**src/rtl/wb_host.sv**
```systemverilog
// Single-outstanding 8-bit WISHBONE classic initiator bridging a valid/ready
// request stream to one bus cycle and returning the result on a response stream.
module wb_host #(
  parameter int unsigned ADDR_W    = 2,
  parameter int unsigned TIMEOUT   = 15,
  parameter int unsigned RDATA_LAT = 1
) (
  input  logic              clk_i,
  input  logic              rst_i,

  input  logic              req_valid_i,
  output logic              req_ready_o,
  input  logic              req_we_i,
  input  logic [ADDR_W-1:0] req_adr_i,
  input  logic [7:0]        req_dat_i,

  output logic              rsp_valid_o,
  input  logic              rsp_ready_i,
  output logic [7:0]        rsp_dat_o,
  output logic              rsp_err_o,

  output logic              cyc_o,
  output logic              stb_o,
  output logic              we_o,
  output logic [ADDR_W-1:0] adr_o,
  output logic [7:0]        dat_o,
  input  logic [7:0]        dat_i,
  input  logic              ack_i
);

  localparam int unsigned     CntW    = $clog2(TIMEOUT + 1);
  localparam logic [CntW-1:0] CntLast = CntW'(TIMEOUT - 1);

  typedef enum logic [1:0] {StIdle, StBus, StRdly, StResp} state_e;

  state_e              state_q;
  logic                cyc_q;
  logic                we_q;
  logic [ADDR_W-1:0]   adr_q;
  logic [7:0]          dat_q;
  logic [7:0]          rsp_dat_q;
  logic                rsp_err_q;
  logic [CntW-1:0]     cnt_q;

  always_ff @(posedge clk_i or negedge rst_i) begin
    if (!rst_i) begin
      state_q   <= StIdle;
      cyc_q     <= 1'b0;
      we_q      <= 1'b0;
      adr_q     <= '0;
      dat_q     <= '0;
      rsp_dat_q <= '0;
      rsp_err_q <= 1'b0;
      cnt_q     <= '0;
    end else begin
      unique case (state_q)
        StIdle: begin
          if (req_valid_i) begin
            we_q    <= req_we_i;
            adr_q   <= req_adr_i;
            dat_q   <= req_dat_i;
            cnt_q   <= '0;
            cyc_q   <= 1'b1;
            state_q <= StBus;
          end
        end
        StBus: begin
          // Ack is checked before the timeout so an ack on the last cycle wins.
          if (ack_i) begin
            cyc_q <= 1'b0;
            if (we_q) begin
              rsp_dat_q <= '0;
              rsp_err_q <= 1'b0;
              state_q   <= StResp;
            end else if (RDATA_LAT == 0) begin
              rsp_dat_q <= dat_i;
              rsp_err_q <= 1'b0;
              state_q   <= StResp;
            end else begin
              state_q <= StRdly;
            end
          end else if (cnt_q == CntLast) begin
            cyc_q     <= 1'b0;
            rsp_dat_q <= '0;
            rsp_err_q <= 1'b1;
            state_q   <= StResp;
          end else begin
            cnt_q <= cnt_q + 1'b1;
          end
        end
        StRdly: begin
          // Registered slaves present data one cycle after the address phase.
          rsp_dat_q <= dat_i;
          rsp_err_q <= 1'b0;
          state_q   <= StResp;
        end
        StResp: begin
          if (rsp_ready_i) begin
            state_q <= StIdle;
          end
        end
        default: state_q <= StIdle;
      endcase
    end
  end

  assign req_ready_o = (state_q == StIdle);
  assign rsp_valid_o = (state_q == StResp);
  assign rsp_dat_o   = rsp_dat_q;
  assign rsp_err_o   = rsp_err_q;
  assign cyc_o       = cyc_q;
  assign stb_o       = cyc_q;
  assign we_o        = we_q;
  assign adr_o       = adr_q;
  assign dat_o       = dat_q;

endmodule

```
**config.mk**
```make
export PLATFORM = sky130hd
export DESIGN_NAME = wb_host
export DESIGN_NICKNAME = d
export VERILOG_FILES = /design/src/rtl/wb_host.sv
export SDC_FILE = /design/constraint.sdc
export NUM_CORES = 1
export LEC_CHECK = 0
export BUFFER_PORTS_ARGS = -buffer_cell sky130_fd_sc_hd__buf_4
export CAP_MARGIN = 20
export CORE_MARGIN = 8
export CORE_UTILIZATION = 52
export CTS_CLUSTER_SIZE = 12
export DETAILED_ROUTE_END_ITERATION = 12
export GPL_TIMING_DRIVEN = 0
export HOLD_SLACK_MARGIN = 0.05
export PLACE_DENSITY = 0.83
export SETUP_SLACK_MARGIN = 0.15
export SYNTH_ARGS = -nofsm -noshare
export SYNTH_HDL_FRONTEND = slang
export SYNTH_SLANG_ARGS = --single-unit
```
**constraint.sdc**
```tcl
create_clock -name clk_i -period 4.06 [get_ports clk_i]
set_clock_uncertainty 0.15 [all_clocks]
set_input_delay 0.203 -clock clk_i [delete_from_list [all_inputs] [get_ports clk_i]]
set_output_delay 0.203 -clock clk_i [all_outputs]
set_load 0.05 [all_outputs]
```
==> results.md <==
- Status: finished, final reports clean
- Logic pwr share: 63.3%
- Chip height: 66.6 um
- MaxCap Viol Count: 0
- Final core utilization: 79.8%
- Layout cells sized above 1: 38.3%
- DRC viols: 0
- Post-DRT Antenna Nets: 0
- Synth cell types: 33
- Vias: 1195
- Mapped Nets: 142
- Pins Over Slew Limit: 0
- Longest Clk Path Bufs: 2
- Main combinational cell family by area after synthesis: compound AO/OA/AOI/OAI gates
- WS Path Type: flop to flop
- Hold endpoint: cnt_q[2]
- # port buffers: 47
- Hold wc startpoint: ack_i
- Register-to-register setup slack: 1.95 ns
- Gpl congestion: 0.847
- Synth Area in XOR/XNOR: 0%
- Clk Latency, worst-skew pair: 0.35 ns
- Clk network pwr share: 7.7%
- Rel. slew slack: 69.6%
- Detailed Route Iter0 Violations: 58
- Crit-path max cell delay: 0.46 ns
- DIE AREA: 4430 sq um
- Fin. Hold Viols: 0
- Starting Density: 54.1%
- Simple-gate share of the synthesized area: 12.3%
- RSZ-0062 raised after global routing: no
- Post-synth EDFFs: 0
- Mux cell area share after synthesis: 10.5%
- TritonCTS buffer count: 3
- Post-cts gate resize count: 0
- Avg Inst Size Synth: 12.0 sq um
- Max Fanout on Critical Path: 9
- Reg2reg path depth: 6
- First-pass GRT wire length: 6.41 mm
- Overall routing resource usage: 18.9%
- CORE AREA: 2450 sq um
- Post-route clock period utilization: 52.0%
- Synth Area in Adders: 6.59%
- Die width: 66.6 um
- Worst VDD drop: 734 uV
- Clock Root Buffer: clkbuf_4
- Area after DPL: 1720 sq um
- Hold path depth: 4
- Switch share: 51.2%
- Sw power: 819 uW
- Seq/Total Area, Yosys: 50.8%
- WL/cell: 18.5 um
- Post-Layout Inst Area: 1960 sq um
- Mapped Cells: 111
- Req. time, crit path: 4.17 ns
- CP Cell Sequence: inv_1, ha_1, nor2b_1, buf_6, a311o_1, mux2_4
- Sequential Power Share: 29.0%
- Area growth, synth to finish: 47.5%
- Primary FF master, synth: dfrtp_1
- CTS tree: built
- N_diodes: 0
- GR Overflow Total: 0
- CP Launch Type: flop
- Post-synthesis register bit count: 27
- H-tree depth: 1
- Initial antenna violation count: 0
- Clock sink total: 27
- Min Clock Period, post-route: 2.11 ns
- Vias in the first global route: 1291
- CP top delay family: flip-flops
- Setup crit end kind: flop
- Final setup vio count: 0
- Nets: 215
- Post-synth top area share: 50.8%
- Crit path buf inv count: 2
- Pin count of the biggest net entering global routing: 28
- Main area contributors after synthesis: dfrtp_1, mux2_2, ha_1
- R2R Path End: state_q[1]
- Slew at the pin with the worst max-slew slack: 0.455 ns
- Synth warnings: 0
- Post-Syn Area: 1330 sq um
- Setup TNS: 0 ns
- 1st-pass router iterations: 4
- Most frequent cells in the layout: buf_4, dfrtp_1, dlygate4sd3_1
- Worst hold-check path type: input port to flop
- Synth area leader: dfrtp_1
- Io pins: 48
- Fmax: 0.474 GHz
- Crit path DAT: 2.22 ns
- Cell row count: 18
- Via density: 5.61
- Int Power: 782 uW
- Synth async-reset ratio: 100%
- Crit path max-delay cell type: dfrtp_1
- Most common cell after layout, fill and taps aside: buf_4
- Clk pin slew, worst setup/hold paths: 0.16 ns
- Routed wire length: 3.94 mm
- Worst R2R Start: state_q[0]
- Compound-Gate Fraction of Synth Area: 15.3%
- Hpwl dp: 2.56 mm
- Power Dens Cells: 817 nW/um^2
- Lkg Pwr: 0.922 nW
[stage by stage]
stage	power, mW	hold WS [ns]	instances	worst slack (ns)
5_1_grt	1.69	0.119	213	1.86
4_1_cts	1.59	0.123	213	1.94
3_3_place_gp	1.41	-0.0175	188	2.03
3_5_place_dp	1.46	-0.0116	188	1.96
6_report	1.60	0.117	213	1.95
2_1_floorplan	1.16	-0.243	111	1.89
[Yosys cell counts (2+ instances only)]
cell type and instances:
dfrtp_1 27, mux2_2 11, a22o_1 8, ha_1 7
inv_1 6, nand2_1 4, o21ai_0 4, a21oi_1 3
buf_2 3, nand3b_1 3, nor2_1 3, nor3_1 3
a311o_1 2, nand2b_1 2, nand3_1 2, nand4_1 2
nand4b_1 2, nor2b_1 2, nor3b_1 2, o311ai_0 2
[registers in the layout (all words and copies together) (netlist names)]
name	flops
dat_o	8
state_q	2
we_o	1
cnt_q	4
adr_o	2
rsp_err_o	1
rsp_dat_o	8
cyc_o	1
[per-layer routing]
layer / part of all wire, % / global-route usage, % / wire length (um) / up-vias
met2: 53 / 32.9 / 2100 / 48
met1: 37 / 20.2 / 1450 / 587
met3: 8.0 / 7.21 / 315 / 7
met5: 0 / 0 / 0 / -
met4: 1.8 / 6.67 / 70 / 0
li1: - / - / - / 553
[how the worst max path moves through the flow]
stage / start / to / cells after the start / slack [ns]
after global placement: state_q[0] / state_q[1] / 6 / 2.03
after global routing: state_q[0] / state_q[1] / 6 / 1.86
after CTS: state_q[0] / state_q[1] / 6 / 1.94
final: state_q[0] / state_q[1] / 6 / 1.95
after floorplan: state_q[0] / state_q[1] / 6 / 1.89
after detailed placement: state_q[0] / state_q[1] / 6 / 1.96
[power groups by stage]
stage               logic [mW]  clock network (mW)  registers, mW
floorplan                0.393                   0          0.764
global placement         0.961                   0          0.452
detailed placement       0.990                   0          0.465
CTS                       1.01               0.121          0.459
global route              1.08               0.135          0.480
finish                    1.01               0.124          0.465
[cell families after synthesis]
group	after synthesis
simple gates	27
flops	27
compound gates	26
buf+inv	12
mux	12
fa+ha+maj	7
[cell type report]
cell class / instances / area, sq um
plain buffers: 6 / 37.5
clock buffers: 3 / 22.5
clock inverters: 1 / 7.51
fillers: 133 / 495
inverters: 6 / 22.5
multi-input cells: 72 / 593
flip-flops and latches: 27 / 676
well taps: 30 / 37.5
repair buffers: 68 / 563
[worst min-delay path, stage by stage]
cell and delay (ns):
buf_4 0.12, inv_1 0.06, a21oi_1 0.13, nor3_1 0.07
[repair_timing]
action	CTS	global route
buffers inserted	0	0
endpoints found under the hold margin	47	0
hold buffers	21	0
Note: power is estimated with default switching activity, not from simulation.
